[src/rtl/arb_pkg.sv]
// Shared types and defaults for the weighted round-robin arbiter.
// The FSM state enum, the weight storage type and a one-hot helper live here.
package arb_pkg;

  localparam int NREQ_DEF  = 4;
  localparam int WGT_W_DEF = 4;

  typedef enum logic [1:0] {
    IDLE  = 2'd0,
    GRANT = 2'd1,
    GAP   = 2'd2
  } state_t;

  typedef logic [WGT_W_DEF-1:0] wgt_t;
  typedef wgt_t weight_arr_t [NREQ_DEF];

  function automatic logic [NREQ_DEF-1:0] onehot4(input logic [1:0] id);
    logic [NREQ_DEF-1:0] v;
    v     = '0;
    v[id] = 1'b1;
    return v;
  endfunction

endpackage

[src/rtl/rr_pick.sv]
// Combinational rotating-priority picker: the search starts one past last_id
// and wraps, so last_id itself has the lowest priority.
module rr_pick (
  input  logic [3:0] req,
  input  logic [1:0] last_id,
  output logic       valid,
  output logic [1:0] id
);

  logic [1:0] idx;

  // Scan from the lowest priority upward so the highest-priority hit is written last.
  always_comb begin
    valid = 1'b0;
    id    = last_id;
    idx   = last_id;
    for (int k = 4; k >= 1; k--) begin
      idx = last_id + 2'(k);
      if (req[idx]) begin
        valid = 1'b1;
        id    = idx;
      end
    end
  end

endmodule

[src/rtl/wrr_arbiter_ctrl.sv]
// Weighted round-robin arbiter: a grantee holds the resource for up to
// weight[id] transfers, followed by a single turnaround cycle.
module wrr_arbiter_ctrl
  import arb_pkg::*;
#(
  parameter int NREQ  = NREQ_DEF,
  parameter int WGT_W = WGT_W_DEF
) (
  input  logic             clk,
  input  logic             rst,
  input  logic [NREQ-1:0]  req,
  input  logic             xfer_done,
  input  logic             cfg_we,
  input  logic [1:0]       cfg_idx,
  input  logic [WGT_W-1:0] cfg_wgt,
  output logic [NREQ-1:0]  gnt,
  output logic [1:0]       gnt_id,
  output logic             busy
);

  state_t           state_q, state_d;
  logic [NREQ-1:0]  gnt_q, gnt_d;
  logic [1:0]       gnt_id_q, gnt_id_d;
  logic [1:0]       last_id_q, last_id_d;
  logic [WGT_W-1:0] credit_q, credit_d;
  logic             busy_q, busy_d;
  logic [WGT_W-1:0] weight_q [NREQ];
  logic [WGT_W-1:0] weight_d [NREQ];

  logic             pick_valid;
  logic [1:0]       pick_id;
  logic [WGT_W-1:0] load_wgt;

  rr_pick u_pick (
    .req     (req),
    .last_id (last_id_q),
    .valid   (pick_valid),
    .id      (pick_id)
  );

  // Credit loads always read the registered weight, so a same-cycle write lands later.
  assign load_wgt = weight_q[pick_id];

  always_comb begin
    weight_d = weight_q;
    if (cfg_we) begin
      weight_d[cfg_idx] = cfg_wgt;
    end
  end

  always_comb begin
    state_d   = state_q;
    gnt_id_d  = gnt_id_q;
    last_id_d = last_id_q;
    credit_d  = credit_q;
    unique case (state_q)
      IDLE, GAP: begin
        if (pick_valid) begin
          state_d   = GRANT;
          gnt_id_d  = pick_id;
          last_id_d = pick_id;
          credit_d  = (load_wgt == '0) ? WGT_W'(1) : load_wgt;
        end else if (state_q == GAP) begin
          state_d = IDLE;
        end
      end
      GRANT: begin
        if (xfer_done) begin
          // At credit 1 the counter holds; the release itself ends the grant.
          if (credit_q <= WGT_W'(1)) begin
            state_d = GAP;
          end else begin
            credit_d = credit_q - WGT_W'(1);
            if (!req[gnt_id_q]) begin
              state_d = GAP;
            end
          end
        end else if (!req[gnt_id_q]) begin
          state_d = GAP;
        end
      end
      default: state_d = IDLE;
    endcase

    gnt_d  = (state_d == GRANT) ? onehot4(gnt_id_d) : '0;
    busy_d = (state_d != IDLE);
  end

  always_ff @(posedge clk) begin
    if (rst) begin
      state_q   <= IDLE;
      gnt_q     <= '0;
      gnt_id_q  <= 2'd0;
      last_id_q <= 2'd3;
      credit_q  <= '0;
      busy_q    <= 1'b0;
      for (int i = 0; i < NREQ; i++) begin
        weight_q[i] <= WGT_W'(1);
      end
    end else begin
      state_q   <= state_d;
      gnt_q     <= gnt_d;
      gnt_id_q  <= gnt_id_d;
      last_id_q <= last_id_d;
      credit_q  <= credit_d;
      busy_q    <= busy_d;
      weight_q  <= weight_d;
    end
  end

  assign gnt    = gnt_q;
  assign gnt_id = gnt_id_q;
  assign busy   = busy_q;

endmodule

[config.mk]
export PLATFORM = sky130hd
export DESIGN_NAME = wrr_arbiter_ctrl
export DESIGN_NICKNAME = d
export VERILOG_FILES = /design/src/rtl/arb_pkg.sv /design/src/rtl/rr_pick.sv /design/src/rtl/wrr_arbiter_ctrl.sv
export SDC_FILE = /design/constraint.sdc
export NUM_CORES = 1
export LEC_CHECK = 0
export ABC_AREA = 1
export CELL_PAD_IN_SITES_DETAIL_PLACEMENT = 1
export CELL_PAD_IN_SITES_GLOBAL_PLACEMENT = 1
export CORE_ASPECT_RATIO = 1.75
export CORE_MARGIN = 1.5
export CORE_UTILIZATION = 35
export CTS_CLUSTER_SIZE = 10
export DETAILED_ROUTE_END_ITERATION = 8
export PLACE_DENSITY_LB_ADDON = 0.1
export SYNTH_ARGS = -nofsm -noshare
export SYNTH_HDL_FRONTEND = slang
export SYNTH_HIERARCHICAL = 1
export SYNTH_SLANG_ARGS = --single-unit
[constraint.sdc]
create_clock -name clk -period 1.7 [get_ports clk]
set_input_delay 0.34 -clock clk [delete_from_list [all_inputs] [get_ports clk]]
set_output_delay 0.34 -clock clk [all_outputs]
set_load 0.01 [all_outputs]
==> flow_summary_export.csv, run 1 <==
group,metric,value,unit
global_route,grt_max_degree,20,
power_and_ir_drop,power.density,1870,nW/um^2
global_route,gr-usage-all-layers,19.4,%
placement,postPlaceCellArea,2130,um^2
worst_setup_path,critPathTopFamily,"simple AND/OR/NAND/NOR gates",
worst_setup_path,path_common_cell,"sky130_fd_sc_hd__nand2_2",
worst_setup_path,total_buffers_and_inverters_traversed_by_the_critical_path,4,
final_layout,stdcell_area,2490,um^2
logic_synthesis,warnings_from_yosys,6,
clock_tree,clock_path_buffers,2,
die,floorplan.core_area,4710,um^2
route,vias_per_cell,4.87,
worst_setup_path,crit_path_start_kind,"flop",
final_layout,final_cells,364,
worst_setup_path,worstPathArrival,2.05,ns
worst_setup_path,critical_path_peak_fanout,8,
run_status,run_status,"finished with violations",
route,postRouteWirelength,4850,um
sta,finalSetupTns,-0.898,ns
global_route,grt_pass1_wl,7890,um
die,row_count,33,
die,die-area,5360,um^2
route,routed_len_inst,13.3,um
logic_synthesis,synth_fp_nets,280,
worst_setup_path,reg2reg_from,"last_id_q[0]$_SDFFE_PP1P_",
final_layout,layout_commonest_cell,"sky130_fd_sc_hd__nand2_1",
placement,place.detailed.instances,352,
die,die_x,56.0,um
run,drv.max_cap_violation_count,0,
route,drt_drc_violations_left,0,
sta,tightestPinTransition,0.371,ns
final_layout,areaGrowthSynthToFinish,45.1,%
placement,placement.setup.worst_slack,-0.616,ns
route,number_of_drc_markers_after_the_initial_detailed_route_iteration,35,
sta,finalCritPeriodShare,108,%
power_and_ir_drop,power.leakage,1.20,nW
clock_tree,path_clk_slew,0.06,ns
final_layout,final_layout_size_suffix_gt1_share,35.3,%
final_layout,layout_common_cells,"57 x sky130_fd_sc_hd__nand2_1, 29 x sky130_fd_sc_hd__dfxtp_1, 26 x sky130_fd_sc_hd__inv_1, 26 x sky130_fd_sc_hd__nand2_2, 24 x sky130_fd_sc_hd__nor2_1",
run_status,failed_checks,"setup timing",
logic_synthesis,synth_area_per_cell,6.51,um^2
global_route,via_count_of_the_first_global_routing_pass,1741,
clock_tree,cts_max_level,2,
worst_setup_path,setup.worst_path.end,"gnt[0]$_SDFF_PP0_",
final_layout,postLayoutCoreUtil,53.0,%
worst_hold_path,min-delay-path-class,"reg2reg",
clock_tree,post_cts_hold_buffer_count,0,
logic_synthesis,synth_top_cell_by_area,"sky130_fd_sc_hd__dfxtp_1",
global_route,grt_overflow,0,
logic_synthesis,synthTopCellsByArea,"sky130_fd_sc_hd__dfxtp_1 36%, sky130_fd_sc_hd__nand2_1 19%, sky130_fd_sc_hd__nand3_1 7.3%",
die,die_height,95.7,um
sta,finalSetupViolCount,9,
logic_synthesis,synthCells,264,
placement,place.detailed.hpwl,3840,um
worst_setup_path,required,1.91,ns
worst_setup_path,critical_path.reg2reg.endpoint,"gnt[0]$_SDFF_PP0_",
power_and_ir_drop,ir_drop,898,uV
global_route,grt_antenna_before_repair,0,
clock_tree,cts_tree,"built",
sta,fin_worst_skew,0.00197,ns
clock_tree,insertion_delay_of_the_later_clocked_pin_in_the_worst_skew_pair,0.27,ns
worst_setup_path,critical_path_depth,15,
worst_setup_path,worstSetupEndpointType,"flop",
worst_setup_path,crit_chain,"buf_8 > o21ai_4 > nand2_2 > nand2_2 > nand2_2 > nand2_2 > nand2_2 > nand2_4 > clkinvlp_4 > buf_4 > nand2_4 > o21ai_4 > inv_2 > nand2_1 > nor2_1",
logic_synthesis,postSynthRegisterBits,31,
worst_setup_path,reg2reg_slack,-0.14,ns
worst_setup_path,worstRegToRegCells,15,
route,via_count,1774,
die,io_pins,21,
clock_tree,cts-root-buf,"sky130_fd_sc_hd__clkbuf_8",
final_layout,number_of_nets_in_the_layout,327,
logic_synthesis,netlist_area,1720,um^2
sta,finalHoldViolCount,0,
clock_tree,numCtsBuffers,5,
final_layout,num_antenna_cells,0,
worst_setup_path,slowest_delay,0.36,ns
sta,max_slew_margin,75.2,%
worst_setup_path,cpMaxStageDelayCell,"sky130_fd_sc_hd__dfxtp_4",
sta,final.min_clock_period,1.84,ns
logic_synthesis,yosysTopAreaCellShare,36.1,%
sta,maxClockFrequency,545,MHz
route,ant_nets,0,
clock_tree,cts.sink_count,31,
sta,drv_slew,0,
sta,rsz0062_at_grt,"true",
logic_synthesis,ys_types,28,
die,initial_core_util,36.5,%
worst_setup_path,critPathKind,"reg2reg",
route,firstDrtPassIters,4,
sta,final_critical_path_setup_slack,-0.135,ns
logic_synthesis,ys_seq_area_share,36.1,%
placement,port_buffers,20,
worst_setup_path,cp-startpoint,"last_id_q[0]$_SDFFE_PP1P_",
placement,gp_routability_congestion,0.810,
[sequential cells by signal (all words and copies together) (netlist names)]
name,count
busy,1
state_q,2
credit_q,4
gnt,4
weight_q,16
last_id_q,2
gnt_id,2
[final cells by class]
cell class,instances,area (um^2)
repair buffers,43,399
flip-flops and latches,31,626
clock buffers,8,100
well taps,52,65.1
fillers,611,2210
repair inverters,1,7.51
multi-input cells,187,1110
inverters,42,185
[synth_stat cells, drive strengths merged]
master	number
nand2	95
inv	41
dfxtp	31
nor2	29
nand3	27
o21ai	17
a21oi	12
buf	4
ha	2
a21boi	1
a22oi	1
clkinv	1
nand4	1
nor3	1
xor2	1
[routing by layer]
layer,routed length (um),track usage [%],vias up
li1,-,-,916
met1,1640,17.4,837
met2,3060,40.7,15
met3,63,2.82,6
met4,81,9.33,0
met5,0,0,-
[power by group]
part / leakage, nW / internal, mW / switching [mW]
clock network: 0.0515 / 0.369 / 0.256
registers: 0.255 / 0.890 / 0.0970
logic: 0.893 / 1.25 / 1.80
[worst min-delay path: stages (launching register included)]
cell	delay, ns
sky130_fd_sc_hd__dfxtp_1	0.30
sky130_fd_sc_hd__inv_1	0.06
sky130_fd_sc_hd__a21oi_1	0.05
[per-stage QoR]
stage	power, mW	hold slack (ns)
floorplan	2.58	0.429
global placement	3.41	0.444
detailed placement	3.45	0.448
CTS	4.26	0.459
global route	5.07	0.492
finish	4.66	0.455
[kinds of logic (layout without fill, tap and decap cells)]
group	Yosys count	after routing	synth area share (%)
flops	31	31	36.1
fa+ha+maj	2	2	1.46
compound gates	31	31	10.2
buf+inv	46	94	11.6
xor+xnor	1	1	0.510
simple gates	153	153	40.1
[worst min path at each step]
| stage | start | to | slack (ns) | cells past startpoint |
|---|---|---|---|---|
| 5_1_grt | weight_q[15]$_SDFFE_PP0P_ | weight_q[15]$_SDFFE_PP0P_ | 0.49 | 2 |
| 6_report | weight_q[11]$_SDFFE_PP0P_ | weight_q[11]$_SDFFE_PP0P_ | 0.45 | 2 |
| 4_1_cts | weight_q[11]$_SDFFE_PP0P_ | weight_q[11]$_SDFFE_PP0P_ | 0.46 | 2 |
| 3_3_place_gp | weight_q[11]$_SDFFE_PP0P_ | weight_q[11]$_SDFFE_PP0P_ | 0.44 | 2 |
| 3_5_place_dp | weight_q[11]$_SDFFE_PP0P_ | weight_q[11]$_SDFFE_PP0P_ | 0.45 | 2 |
| 2_1_floorplan | weight_q[11]$_SDFFE_PP0P_ | weight_q[11]$_SDFFE_PP0P_ | 0.43 | 2 |
[timing repair]
action,CTS,global route
endpoints found under the setup margin,12,14
gates cloned,1,0
setup buffers,2,2
resized for setup,32,50
pin swaps,22,26
(Power assumes the default switching activity.)
==> run 2: changes to the inputs <==
Settings changed: CORE_ASPECT_RATIO 1.75 to not set.
==> run 2 against run 1 <==
Compared with the run above:
- the flow still finishes with violations (setup timing)
- sequential cell count stayed put
- final cell count is 4.7% higher
- worst setup slack worse by 0.092 ns
- die area is 0.31% lower
- critical path depth is 1 higher
- design area is 0.20% lower
- clock power is 5.6% lower
==> flow_summary_export.csv, run 2 (same netlist as run 1, synthesis figures left out) <==
group,metric,value,unit
sta,tightestPinTransition,0.389,ns
placement,place.detailed.hpwl,3570,um
worst_hold_path,min-delay-path-class,"reg2reg",
final_layout,final_layout_size_suffix_gt1_share,33.4,%
worst_setup_path,worstRegToRegCells,16,
worst_setup_path,crit_path_start_kind,"flop",
final_layout,regMostFlops,"weight_q",
run_status,failed_checks,"setup timing",
worst_setup_path,worstSetupEndpointType,"flop",
final_layout,areaGrowthSynthToFinish,44.8,%
power_and_ir_drop,seq_power_share,21.9,%
final_layout,postLayoutCoreUtil,52.7,%
sta,fin_worst_skew,0.00691,ns
placement,postPlaceCellArea,2150,um^2
sta,finalSetupViolCount,10,
power_and_ir_drop,internal_power,2.46,mW
clock_tree,insertion_delay_of_the_later_clocked_pin_in_the_worst_skew_pair,0.29,ns
clock_tree,cts.sink_count,31,
sta,final_critical_path_setup_slack,-0.227,ns
final_layout,num_antenna_cells,0,
route,number_of_drc_markers_after_the_initial_detailed_route_iteration,21,
final_layout,layout_common_cells,"64 x sky130_fd_sc_hd__nand2_1, 29 x sky130_fd_sc_hd__dfxtp_1, 27 x sky130_fd_sc_hd__inv_1, 25 x sky130_fd_sc_hd__nor2_1, 21 x sky130_fd_sc_hd__buf_4",
global_route,grt_pass1_wl,7800,um
clock_tree,cts_tree,"built",
die,die_x,73.1,um
power_and_ir_drop,pwr-share-comb,65.4,%
clock_tree,cts_max_level,2,
sta,finalSetupTns,-1.32,ns
worst_setup_path,worstPathArrival,2.11,ns
power_and_ir_drop,power,4.65,mW
worst_setup_path,critical_path_peak_fanout,5,
final_layout,layout_commonest_cell,"sky130_fd_sc_hd__nand2_1",
power_and_ir_drop,power.leakage,1.19,nW
die,die_height,73.1,um
placement,gp_routability_congestion,0.850,
final_layout,number_of_nets_in_the_layout,330,
power_and_ir_drop,clkPwrFrac,12.7,%
clock_tree,path_clk_slew,0.06,ns
die,die-area,5340,um^2
global_route,grt_max_degree,20,
run,drv.max_cap_violation_count,0,
sta,maxClockFrequency,519,MHz
worst_setup_path,crit_chain,"buf_6 > nand2_4 > nand2_4 > nand2_4 > nand2_2 > nand2_2 > nand2_1 > nand2_1 > nand2_2 > clkinvlp_4 > nand2_2 > nand3_1 > nand3_2 > nand2_1 > nor2_2 > a21oi_2",
worst_setup_path,critPathKind,"reg2reg",
power_and_ir_drop,power.density,1870,nW/um^2
global_route,gr-usage-all-layers,19.4,%
clock_tree,post_cts_hold_buffer_count,0,
power_and_ir_drop,switching_share,47.0,%
die,row_count,25,
clock_tree,clock_path_buffers,2,
run_status,run_status,"finished with violations",
global_route,via_count_of_the_first_global_routing_pass,1765,
worst_hold_path,hold_depth,2,
final_layout,sequential_cell_area,628,um^2
route,via_count,1793,
sta,rsz0062_at_grt,"true",
global_route,grt_overflow,0,
sta,final.min_clock_period,1.93,ns
power_and_ir_drop,ir_drop,677,uV
final_layout,number_of_flip_flops_under_the_largest_register_name,16,
route,routed_len_inst,12.9,um
clock_tree,cts-root-buf,"sky130_fd_sc_hd__clkbuf_8",
final_layout,multi_input_comb_area,1090,um^2
worst_setup_path,cpMaxStageDelayCell,"sky130_fd_sc_hd__dfxtp_4",
power_and_ir_drop,switchingPower,2.19,mW
die,initial_core_util,36.4,%
final_layout,final_cells,381,
sta,finalHoldWorstSlack,0.476,ns
clock_tree,numCtsBuffers,5,
worst_setup_path,path_common_cell,"sky130_fd_sc_hd__nand2_2",
route,drt_drc_violations_left,0,
sta,finalHoldViolCount,0,
final_layout,stdcell_area,2490,um^2
sta,max_slew_margin,74.0,%
route,ant_nets,0,
worst_setup_path,required,1.88,ns
worst_setup_path,slowest_delay,0.41,ns
route,firstDrtPassIters,4,
global_route,grt_antenna_before_repair,0,
sta,drv_slew,0,
sta,finalCritPeriodShare,113,%
die,floorplan.core_area,4720,um^2
placement,place.detailed.instances,367,
route,vias_per_cell,4.71,
die,io_pins,21,
placement,port_buffers,20,
placement,placement.setup.worst_slack,-0.589,ns
final_layout,fillCellCount,617,
route,postRouteWirelength,4900,um
[run 2: changes by cell type in the layout (fill, tap and decap cells not counted), moves of 2 or more]
cell	delta
sky130_fd_sc_hd__buf_4	+3
sky130_fd_sc_hd__buf_6	+2
sky130_fd_sc_hd__nand2_1	+7
sky130_fd_sc_hd__nand2_2	-7
sky130_fd_sc_hd__o21ai_2	+2
[run 2: cell type report]
| type | instances | area share, % |
|---|---|---|
| Inverter | 42 | 7.34 |
| Timing Repair inverter | 1 | 0.302 |
| Sequential cell | 31 | 25.2 |
| Clock buffer | 6 | 3.32 |
| Timing Repair Buffer | 46 | 16.4 |
| Tap cell | 67 | 3.37 |
| Multi-Input combinational cell | 187 | 43.8 |
| Clock inverter | 1 | 0.201 |
[run 2: power by group through the flow]
stage,Sequential [mW],Clock (mW),Combinational (mW)
floorplan,1.01,0,1.57
global placement,0.992,0,2.38
detailed placement,0.996,0,2.44
CTS,1.01,0.604,2.62
global route,1.04,0.623,3.38
finish,1.02,0.590,3.04
[run 2: critical path, delay by kind of cell (launching register included)]
kind | cells | cell delay, ns
simple gates | 13 | 1.04
flops | 1 | 0.41
buf+inv | 2 | 0.32
compound gates | 1 | 0.06
[run 2: worst paths after layout]
path | startpoint | endpoint | slack, ns
worst max-delay path | last_id_q[0]$_SDFFE_PP1P_ | credit_q[0]$_SDFFE_PP0P_ | -0.23
worst min-delay path | weight_q[6]$_SDFFE_PP0P_ | weight_q[6]$_SDFFE_PP0P_ | 0.48
worst max register to register | last_id_q[0]$_SDFFE_PP1P_ | credit_q[0]$_SDFFE_PP0P_ | -0.23
worst min register to register | weight_q[6]$_SDFFE_PP0P_ | weight_q[6]$_SDFFE_PP0P_ | 0.48
[run 2: per-layer routing]
layer | share of wire [%] | vias to the layer above | global-route usage, %
met5 | 0 | - | 0
met4 | 2.4 | 0 | 8.39
li1 | - | 915 | -
met3 | 2.0 | 10 | 3.45
met2 | 49 | 23 | 34.0
met1 | 46 | 845 | 23.0
[run 2: repair_timing]
| item | 4_1_cts | 5_1_grt |
|---|---|---|
| gates cloned | 1 | 0 |
| gates resized for setup | 36 | 40 |
| setup endpoints to repair | 13 | 14 |
| setup buffers | 5 | 4 |
| pin swaps | 24 | 15 |
==> variant, RTL diff (flow settings as in run 1) <==
Re-encode `state_t` (3 states) as one-hot, 3 bits wide.
--- a/src/rtl/arb_pkg.sv
+++ b/src/rtl/arb_pkg.sv
@@ -6,8 +6,8 @@
   localparam int WGT_W_DEF = 4;
 
-  typedef enum logic [1:0] {
-    IDLE  = 2'd0,
-    GRANT = 2'd1,
-    GAP   = 2'd2
+  typedef enum logic [2:0] {
+    IDLE  = 3'b001,
+    GRANT = 3'b010,
+    GAP   = 3'b100
   } state_t;
 
Function: no difference found for any inputs over 10 cycles, from zero or initial values and one cycle with rst high; not proved beyond that.
==> variant against run 1 <==
The flow still finishes with violations (negative setup slack); non-clock buffer count shrank 1; final cell count is 1.4% lower; final area is 0.85% lower; wire length up 7.7%; via count is 0.73% higher; critical endpoint is now credit_q[2]; setup slack lost 70 ps; clock power up 16%; sequential cell count increased by 1; hold slack better by 4.4 ps; area after synthesis increased by 2.5%; total power up 10%; clock skew increased by 3.4 ps.
==> variant: results (changes against run 1) <==
- Vias in the first global route: 1,862 (+7.0%)
- Arrival @ worst endpoint: 2090 ps (+40 ps)
- Compound-Gate Fraction of Synth Area: 13.1% (+2.9 points)
- Outcome: finished, violations left
- Pint: 2.75 mW (+9.7%)
- Vias: 1,787 (+0.73%)
- Tot GR Track Use: 20.7% (+1.3 points)
- # fillers: 634 (+3.8%)
- Post-route setup slack: -205 ps (-69.6 ps)
- Synth top cells by count: 77 x nand2_1, 32 x dfxtp_1, 31 x inv_1
- Final setup vio count: 15 (+6)
- Worst Skew: 5.36 ps (+3.39 ps)
- Setup Fix Bufs, Post-CTS: 4 (+2)
- Crit Reg-Reg Endpoint: credit_q[2]
- HPWL Detailed: 3.78 mm (-1.7%)
- Failing checks: negative setup slack
- RePlAce Congestion: 0.854 (+5.4%)
- XOR/XNOR share of the synthesized area: 0.497% (-0.012 points)
- Clock Latency Late Sink: 290 ps (+20 ps)
- Cell count after synthesis: 258 (-2.3%)
- Initial drt markers: 29 (-17%)
- Clock share of power: 14.1% (+0.7 points)
- Resize count post-CTS: 46 (+44%)
- Met2 wire length: 3.05 mm (-0.16%)
- CP Max Fanout: 7 (-1)
- Placed cell count: 344 (-2.3%)
- WL met1: 1.88 mm (+14%)
- Synth Area in Adders: 1.42% (-0.035 points)
- Power Dens Cells: 2080 nW/um^2 (+11%)
- Top area cells in the synthesized netlist: dfxtp_1 36%, nand2_1 16%, inv_1 6.6%
- Seq/Total Area, Yosys: 36.4% (+0.26 points)
variant: cell count changes after synthesis, sizes merged, moves of 2 or more:
cell and delta:
a21oi +6, inv -2, nand2 -7, nand3 -3, nor2 -3, o211ai +2
variant: area by class of cell:
cell class / instances / area, sq um / area share, %
multi-input cells: 183 / 1090 / 43.9
flip-flops and latches: 32 / 648 / 26.2
repair buffers: 42 / 390 / 15.8
inverters: 40 / 173 / 6.98
clock buffers: 6 / 72.6 / 2.94
well taps: 54 / 67.6 / 2.73
clock inverters: 2 / 35.0 / 1.42
variant: how the worst min path moves through the flow:
stage,start,end,slack (ps),cells past startpoint
3_3_place_gp,weight_q[15],weight_q[15],450,2
4_1_cts,weight_q[3],weight_q[3],460,2
6_report,weight_q[15],weight_q[15],460,2
3_5_place_dp,weight_q[3],weight_q[3],450,2
5_1_grt,weight_q[15],weight_q[15],490,2
2_1_floorplan,weight_q[12],weight_q[12],430,2
